$ cat src/rtl/lsu_mem_ctrl.sv
// Load/store bridge between the core's single-cycle memory port and a
// handshaked data-memory bus: lane steering, stall generation, misalign/timeout flags.
module lsu_mem_ctrl #(
  parameter int unsigned TIMEOUT = 255
) (
  input  logic        clk,
  input  logic        reset,
  input  logic        mem_read,
  input  logic        mem_write,
  input  logic [1:0]  size,
  input  logic [31:0] addr,
  input  logic [31:0] wdata,
  output logic [31:0] rdata,
  output logic        stall,
  output logic        misalign,
  output logic        fault,
  output logic        bus_req,
  output logic        bus_we,
  output logic [31:0] bus_addr,
  output logic [3:0]  bus_be,
  output logic [31:0] bus_wdata,
  input  logic [31:0] bus_rdata,
  input  logic        bus_ack
);

  typedef enum logic [1:0] {
    IDLE,
    REQ,
    DONE
  } state_t;

  localparam logic [15:0] CNT_LAST = 16'(TIMEOUT - 1);

  state_t      state, state_nxt;
  logic        req, mis_now;
  logic [3:0]  be_now;
  logic [31:0] wd_now;
  logic [31:0] shifted, load_data;
  logic [1:0]  lane_q, size_q;
  logic [15:0] cnt;

  always_comb begin
    req = mem_read | mem_write;
    mis_now = 1'b0;
    be_now = 4'b1111;
    wd_now = wdata;
    case (size)
      2'b00: begin
        be_now = 4'b0001 << addr[1:0];
        wd_now = {4{wdata[7:0]}};
      end
      2'b01: begin
        mis_now = addr[0];
        be_now = 4'b0011 << {addr[1], 1'b0};
        wd_now = {2{wdata[15:0]}};
      end
      default: mis_now = |addr[1:0];
    endcase
  end

  // Sub-word loads land at bit 0 with everything above the lane cleared.
  always_comb begin
    shifted = bus_rdata >> {lane_q, 3'b000};
    case (size_q)
      2'b00:   load_data = {24'h0, shifted[7:0]};
      2'b01:   load_data = {16'h0, shifted[15:0]};
      default: load_data = bus_rdata;
    endcase
  end

  always_comb begin
    state_nxt = state;
    stall = 1'b0;
    bus_req = 1'b0;
    case (state)
      IDLE: begin
        stall = req & ~mis_now;
        if (req && !mis_now) state_nxt = REQ;
      end
      REQ: begin
        stall = 1'b1;
        bus_req = 1'b1;
        if (bus_ack || cnt == CNT_LAST) state_nxt = DONE;
      end
      DONE:    state_nxt = IDLE;
      default: state_nxt = IDLE;
    endcase
    // Core must not be held by a request that reset is already discarding.
    if (reset) stall = 1'b0;
  end

  always_ff @(posedge clk or posedge reset) begin
    if (reset) state <= IDLE;
    else       state <= state_nxt;
  end

  always_ff @(posedge clk or posedge reset) begin
    if (reset) begin
      rdata     <= '0;
      misalign  <= 1'b0;
      fault     <= 1'b0;
      bus_we    <= 1'b0;
      bus_addr  <= '0;
      bus_be    <= '0;
      bus_wdata <= '0;
      lane_q    <= '0;
      size_q    <= '0;
      cnt       <= '0;
    end else begin
      misalign <= 1'b0;
      case (state)
        IDLE: begin
          if (req && mis_now) begin
            misalign <= 1'b1;
            rdata    <= '0;
          end else if (req) begin
            bus_we    <= mem_write;
            bus_addr  <= {addr[31:2], 2'b00};
            bus_be    <= be_now;
            bus_wdata <= wd_now;
            lane_q    <= addr[1:0];
            size_q    <= size;
            cnt       <= '0;
          end
        end
        REQ: begin
          if (bus_ack) begin
            if (!bus_we) rdata <= load_data;
          end else if (cnt == CNT_LAST) begin
            fault <= 1'b1;
            rdata <= '0;
          end else begin
            cnt <= cnt + 16'd1;
          end
        end
        default: ;
      endcase
    end
  end

endmodule
$ cat config.mk
export PLATFORM = sky130hd
export DESIGN_NAME = lsu_mem_ctrl
export DESIGN_NICKNAME = d
export VERILOG_FILES = /design/src/rtl/lsu_mem_ctrl.sv
export SDC_FILE = /design/constraint.sdc
export NUM_CORES = 1
export LEC_CHECK = 0
export CORE_MARGIN = 2
export CORE_UTILIZATION = 46
export CTS_CLUSTER_DIAMETER = 30
export DETAILED_ROUTE_END_ITERATION = 16
export PLACE_DENSITY = 0.81
export SLEW_MARGIN = 40
export SYNTH_ARGS = -nofsm -noshare
export SYNTH_HDL_FRONTEND = slang
export SYNTH_SLANG_ARGS = --single-unit
$ cat constraint.sdc
create_clock -name clk -period 5.25 [get_ports clk]
set_input_delay 0.525 -clock clk [delete_from_list [all_inputs] [get_ports clk]]
set_output_delay 0.525 -clock clk [all_outputs]
set_load 0.005 [all_outputs]
==> results.md, run 1 <==
Status:
- The run finished with clean final reports.

STA:
- The portion of the clock cycle consumed by the worst path in the final layout is 65.1%.
- The accumulated negative setup slack is 0 ns.
- For the pin with the worst max-slew slack, the measured transition is 0.721 ns.
- The clock tree skew after final layout is 0.0102 ns.
- The relative max-transition margin is 52.0%.
- The smallest hold slack is 0.473 ns.
- Setup repair after global routing left no endpoint under its margin.
- After layout, the minimum clock period comes to 3.42 ns.
- Derived from the worst setup path, the maximum achievable clock frequency is 293 MHz.
- The number of hold-slack violations in the final timing report is 0.
- The count of final max-slew check failures came to 0.
- The final number of setup-violating endpoints is 0.

Worst setup path:
- The most numerous cell on the critical path is clkdlybuf4s50_1.
- Across all register-to-register paths, the minimum setup slack is 2.42 ns.
- The number of buffers and inverters on the critical path is 2.
- The worst endpoint data arrival time is 2.89 ns.
- The required arrival time at the worst endpoint is 4.72 ns.
- The endpoint identified for the worst register-to-register timing path is rdata[15].
- The cell with the biggest individual delay on the critical path is clkdlybuf4s50_1.
- The family of cells with the greatest summed delay on the critical path is buffers and inverters.
- On the worst path, the slowest cell contributes a delay of 0.74 ns.
- The endpoint class of the critical path is an output port.
- The launch instance of the worst register-to-register path is cnt[0].
- The type of the worst setup path is in -> out.
- The depth of the critical timing path with buffers and inverters included is 7.
- The peak fanout along the critical path is 12.
- Walking the worst path, the cells encountered are clkdlybuf4s50_1 -> o21ai_0 -> and2_1 -> nor2b_4 -> nor2_1 -> nor3_1 -> clkdlybuf4s50_1.
- The first element of the critical path is size[0].
- The timing endpoint of the critical path is stall.
- The worst setup path is launched from a primary input.
- The depth of the most critical reg-to-reg path is 8.

GRT:
- The pin count of the biggest net entering global routing is 88.
- The via count of the first global-routing pass is 5,424.
- For this run the aggregate overflow at the end of global routing stands at 0.
- The total global routing track utilization is 24.6%.
- The initial antenna violation count is 0.
- The first global-routing pass estimated 27.3 mm of wire.

Power and ir drop:
- The maximum resistive drop on vdd is 0.000282 V.
- The power per unit of standard cell area is 446 mW/mm^2.
- In this run the static leakage power is 3.94 nW.

CTS:
- The number of clock buffers added by TritonCTS is 17.
- The cts-stage hold buffer count is 0.
- Counting every sink on the clock net gives 123.
- The H-tree was split into 4 levels.
- After clock tree synthesis, the clock-pin slew on the worst setup and hold paths is 0.05 ns.
- The clock passes through at most 2 buffers.
- The TritonCTS clock tree is yes.
- The cell at the root of the clock tree is clkbuf_16.
- The post-cts gate resize count is 0.
- The clock latency at the later pin of the worst-skew pair is 0.41 ns.
- The number of buffers added for setup after CTS is 0.

Finish:
- Cells fill 69.5% of the core in the end.
- At the end of the flow, the number of nets in the layout was 924.
- The library cell used most frequently in the layout, excluding fill and tap cells, is clkdlybuf4s50_1.
- The library cells used most frequently in the layout, excluding fill and tap cells, are clkdlybuf4s50_1, nand2_1, dfrtp_1.
- The relative area change from synthesis to final layout is 47.7%.
- The share of post-route cells with drive strength above 1 is 7.09%.
- The number of antenna cells inserted is 0.

Logic synthesis:
- The flop and latch count out of synthesis is 123.
- The predominant post-synthesis flop cell is dfrtp_1.
- The average cell area after synthesis is 9.40 sq um.
- The largest total area in the synthesized netlist belongs to dfrtp_1.
- During synthesis, Yosys emitted a total of 0 warnings.
- Synthesis produced a netlist whose cell count is 629.
- The mapped netlist covers 0.00591 sq mm.
- After synthesis, the netlist uses 48 different library cells.
- The number of flops mapped to enable cells by yosys is 0.
- Yosys attributes the largest share of cell area to dfrtp_1, nand2_1, mux2i_1.
- The fraction of post-synthesis cell area in the top cell type by area is 52.0%.
- The sequential cell area fraction in the yosys report is 52.0%.
- The share of flip-flops with an asynchronous set or reset is 100%.

Die:
- The die covers 0.0138 sq mm.
- The initial utilization of the core area, before any placement, comes to 47.1%.
- The overall die height is 117 microns.
- For this design the top-level I/O count stands at 208.
- The horizontal extent of the die is 117 microns.
- The core region is 0.0126 sq mm.
- The floorplan has 41 rows.

Routing:
- The iteration count of the initial detailed-routing pass is 5.
- The count of nets left with antenna violations once routing finished came out at 0.
- Across all layers, the routed design uses 5,342 vias.
- The detail-routed net length per standard cell is 16.6 microns.
- In the routed layout, each cell is associated on average with a via count of 5.32.
- Wires add up to 16.6 mm.
- The DRC violations left is 0.
- The DRC marker count from the first detailed-route iteration is 283.

Worst hold path:
- The path class of the lowest-slack min-delay path is reg -> reg.
- The hold path depth is 2.

Placed design:
- The detailed placer's ending HPWL is 11.9 mm.
- At the end of routability-driven placement, the weighted congestion stood at 0.858.
- In this run the tool buffered the top-level ports with 205 buffer cells.

Flow run:
- Max-cap violations in this run came to 0.
-- through the flow --
stage	area, sq um	std cells	power, mW	worst slack, ns
after detailed placement	8150	972	2.76	1.87
final	8730	1004	3.89	1.83
after floorplan	5920	630	1.97	1.45
after CTS	8730	1004	3.93	1.87
after global routing	8730	1004	4.11	1.65
after global placement	8060	969	2.68	1.87
-- worst register-to-register path, cell delays in order (launching register included) --
cell and delay (ns):
dfrtp_1 0.43, inv_1 0.11, ha_1 0.16, or4b_4 0.48
nor4_4 0.57, a21oi_1 0.14, o21bai_4 0.29, buf_16 0.23
mux2_1 0.31
-- power breakdown --
group | internal, mW | leakage, nW | switching, mW | total, mW
clock network | 0.669 | 0.276 | 0.478 | 1.15
logic | 0.754 | 2.08 | 0.548 | 1.30
registers | 1.21 | 1.59 | 0.227 | 1.44
-- sequential cells by signal, indices dropped and copies added (netlist names), 2 cells and up --
name and count:
bus_addr 30, bus_be 4, bus_wdata 32, cnt 16
lane_q 2, rdata 32, size_q 2, state 2
-- cell type report --
cell class | instances | area [sq um]
clock buffer | 17 | 425
timing repair buffer | 211 | 2150
multi-input combinational | 434 | 2580
fill | 957 | 3830
inverter | 32 | 128
sequential | 123 | 3080
tap | 172 | 215
clock inverter | 15 | 154
-- worst min path at each step --
stage                       start            end  slack (ns)
finish              bus_wdata[26]  bus_wdata[26]        0.47
global route         bus_addr[15]   bus_addr[15]        0.49
CTS                  bus_addr[15]   bus_addr[15]        0.48
detailed placement   bus_addr[15]   bus_addr[15]        0.47
global placement     bus_addr[14]   bus_addr[14]        0.46
floorplan               size_q[0]      size_q[0]        0.44
-- cell families after synthesis --
| logic type | after synthesis | share of synthesized area, % |
|---|---|---|
| simple gates | 257 | 18.3 |
| mux | 66 | 11.7 |
| compound gates | 92 | 10.3 |
| flops | 123 | 52.0 |
| buf+inv | 73 | 4.99 |
| other cells | 1 | 0.0634 |
| fa+ha+maj | 2 | 0.423 |
| xor+xnor | 15 | 2.22 |
-- layer usage --
layer / wire, microns / vias up / track usage [%]
met1: 6710 / 2581 / 29.2
met5: 0 / - / 0
met2: 8000 / 241 / 40.8
met4: 359 / 0 / 9.11
met3: 1560 / 32 / 9.24
li1: - / 2488 / -
-- cell usage after synthesis (2+ instances only) --
cell       number
nor3_1          6
or2_2           2
nor4b_1         3
buf_1           3
a22o_1          8
buf_4           3
o21ai_0        33
a21o_1          2
and2_1          2
inv_1          32
nand3_1         8
a211oi_1        5
buf_2           2
and3_1          3
nand2_1       180
clkbuf_1       32
nand4_1         3
xnor2_1        15
ha_1            2
dfrtp_1       123
mux2_1          2
a22oi_1         8
o221ai_1        8
mux2i_1        57
o22ai_1         8
mux2_4          6
nor2_1         40
a21oi_1        11
nor3b_1         2
a2111oi_0       2
Note: power is estimated with default switching activity, not from simulation.
==> run 2: changes to the inputs <==
--- a/config.mk
+++ b/config.mk
@@ -6,10 +6,10 @@
 export NUM_CORES = 1
 export LEC_CHECK = 0
 export CORE_MARGIN = 2
-export CORE_UTILIZATION = 46
+export CORE_UTILIZATION = 41
 export CTS_CLUSTER_DIAMETER = 30
 export DETAILED_ROUTE_END_ITERATION = 16
-export PLACE_DENSITY = 0.81
+export PLACE_DENSITY = 0.77
 export SLEW_MARGIN = 40
 export SYNTH_ARGS = -nofsm -noshare
 export SYNTH_HDL_FRONTEND = slang
==> constraint.sdc (replaced) <==
create_clock -name clk -period 2.95 [get_ports clk]
set_input_delay 0.295 -clock clk [delete_from_list [all_inputs] [get_ports clk]]
set_output_delay 0.295 -clock clk [all_outputs]
set_load 0.005 [all_outputs]
==> results.md, run 2 (synthesis gave the netlist of run 1 again) <==
Status:
- The run finished with clean final reports.

Finish:
- The share of post-route cells with drive strength above 1 is 8.16%.
- The final instance count without filler cells is 1,026.
- Cells fill 63.5% of the core in the end.
- The number of antenna cells inserted is 0.
- In the final layout, the registers with the most flip-flops are bus_wdata x32, rdata x32, bus_addr x30.
- The library cells used most frequently in the layout, excluding fill and tap cells, are clkdlybuf4s50_1, nand2_1, dfrtp_1.
- The net count reported at finish is 938.
- The commonest non-fill, non-tap cell in the layout is clkdlybuf4s50_1.
- The relative area change from synthesis to final layout is 50.2%.

CTS:
- The worst-case clock buffer depth is 2.
- The number of buffers added for setup after CTS is 0.
- The cts-stage hold buffer count is 0.
- Clock latency on the worst-skew pair, taken at its later pin, is 0.42 ns.
- TritonCTS created 17 clock buffers.
- The TritonCTS clock tree is yes.
- The total number of H-tree levels is 4.
- Clock-pin slew was measured on the worst setup and hold paths at 0.06 ns.
- Post-CTS repair changed the size of 0 cells.
- The cell at the root of the clock tree is clkbuf_16.
- The tree built by TritonCTS fans out to 123 sinks.

STA:
- The portion of the clock cycle consumed by the worst path in the final layout is 86.4%.
- The clock tree skew after final layout is 0.00904 ns.
- Setup repair after global routing left no endpoint under its margin.
- Counting I/O delays and the setup requirement, the final critical path takes 2.55 ns.
- The accumulated negative setup slack is 0 ns.
- The achievable frequency is 392 MHz.
- The count of final max-slew check failures is 0.
- The number of hold-slack violations in the final timing report is 0.
- At the pin with the least slew margin, the transition time is 0.714 ns.
- The relative max-transition margin is 52.4%.
- Setup violations remaining at the end of the flow were counted as 0.

GRT:
- The global-route met2 utilization is 35.8%.
- The layer with the highest usage is met2.
- In the global route stage, met1 resource usage came out at 28.7%.
- The first-pass GRT wire length is 26.3 mm.
- The met3 track utilization from global routing is 7.78%.
- The initial antenna violation count is 0.
- The pin count of the biggest net entering global routing is 56.
- The residual overflow from global routing is 0.
- The via count of the first global-routing pass was 5,192.
- For this run, the total global-route usage over all layers was measured as 22.5%.

Routing:
- The number of vias per cell is 5.08.
- The routed layout has 5,212 vias.
- The total routed wirelength is 16.8 mm.
- Dividing the detail-routed wire length by the instance count gives 16.4 microns.
- For this block, the initial DRC count from the detailed router was 374.
- The DRC violations left is 0.
- The iteration count of the initial detailed-routing pass is 5.
- The number of antenna-violating nets in the routed design is 0.

Worst setup path:
- STA classifies the critical path endpoint as an output port.
- STA puts the critical path data required time at 2.65 ns.
- The biggest cell delay along the critical path is 0.59 ns.
- The depth of the most critical reg-to-reg path is 8.
- The startpoint identified for the worst register-to-register timing path is cnt[0].
- STA classifies the critical path startpoint as a flop.
- The type of the worst setup path is reg -> out.
- Traced cell by cell, the critical path runs through nor2_1 -> nand2_1 -> buf_4 -> nor2b_4 -> nor2_1 -> nor3_1 -> clkdlybuf4s50_1.
- In this design, the largest share of critical-path delay is due to buffers and inverters.
- At the worst endpoint, the arrival time is 2.25 ns.
- The most numerous cell on the critical path is nor2_1.
- The end of the worst register-to-register path is rdata[14].
- The number of buffers and inverters on the critical path is 2.
- Setup slack on the worst reg-to-reg path comes out at 0.41 ns.
- Of all nets on the critical path, the largest fanout is 7.
- Among all stages on the critical path, the largest delay is contributed by clkdlybuf4s50_1.

Die:
- The placeable core region is 0.0140 sq mm.
- In this run the horizontal extent of the chip is 124 microns.
- For this design the top-level I/O count stands at 208.
- The starting density of the core is 42.3%.
- The overall die height is 124 microns.
- The die covers 0.0154 sq mm.
- The number of rows in the core area is 43.

Placed design:
- The routability congestion estimate is 0.797.
- The count of input and output buffers is 205.
- The detailed placer's ending HPWL is 12.2 mm.
- Once placement completed, the tool counted placed cells totaling 993.

Power and ir drop:
- The completed layout was analyzed and its total power is 7.02 mW.
- In this run the static leakage power is 4.04 nW.
- The power per unit of standard cell area is 790 mW/mm^2.
- The maximum resistive drop on vdd is 0.000443 V.

Worst hold path:
- The path class of the tightest hold or removal check is in -> async.

Flow run:
- The tool flagged a number of max-cap violations equal to 0.
-- run 2: cell count changes in the layout (fill, tap and decap cells not counted), moves of 2 or more --
| cell | delta |
|---|---|
| inv_6 | -3 |
| inv_8 | -3 |
| buf_4 | +11 |
| buf_12 | +4 |
| clkinvlp_4 | -2 |
| bufinv_16 | +2 |
| buf_16 | -2 |
| clkinv_4 | +5 |
-- run 2: worst register-to-register path, stage by stage, from the launching register on --
cell,delay (ns)
dfrtp_1,0.42
inv_1,0.11
ha_1,0.14
or4b_4,0.46
nor4_4,0.30
a21oi_1,0.11
o21bai_4,0.32
buf_8,0.25
mux2_1,0.32
-- run 2: area by class of cell --
type / count / area, sq um
Sequential cell: 123 / 3080
Tap cell: 180 / 225
Clock buffer: 17 / 425
Timing Repair Buffer: 225 / 2270
Fill cell: 1164 / 5100
Clock inverter: 15 / 191
Multi-Input combinational cell: 434 / 2570
Inverter: 32 / 124
-- run 2: metrics by stage --
| stage | hold slack, ns | cell area [sq um] | setup WS, ns |
|---|---|---|---|
| after floorplan | 0.392 | 5920 | 0.550 |
| after global placement | 0.453 | 8230 | 0.204 |
| after detailed placement | 0.461 | 8250 | 0.323 |
| after CTS | 0.383 | 8860 | 0.403 |
| after global routing | 0.233 | 8880 | 0.262 |
| final | 0.228 | 8880 | 0.401 |
-- run 2: worst max path at each step --
| stage | start | endpoint | slack (ns) | depth (start not counted) |
|---|---|---|---|---|
| 4_1_cts | state[0] | stall | 0.40 | 7 |
| 6_report | state[1] | stall | 0.40 | 7 |
| 3_3_place_gp | size[1] | rdata[2] | 0.20 | 7 |
| 2_1_floorplan | cnt[0] | rdata[10] | 0.55 | 8 |
| 5_1_grt | state[0] | stall | 0.26 | 7 |
| 3_5_place_dp | size[1] | rdata[14] | 0.32 | 7 |
-- run 2: per-layer routing --
layer	vias up	part of all wire, %
met4	0	1.3
met1	2461	41
li1	2514	-
met3	18	9.9
met5	-	0
met2	219	47
-- run 2: where the power goes --
part / switching [mW] / leakage (nW) / internal (mW)
sequential: 0.353 / 1.59 / 2.16
clock: 0.809 / 0.303 / 1.34
combinational: 1.00 / 2.14 / 1.34
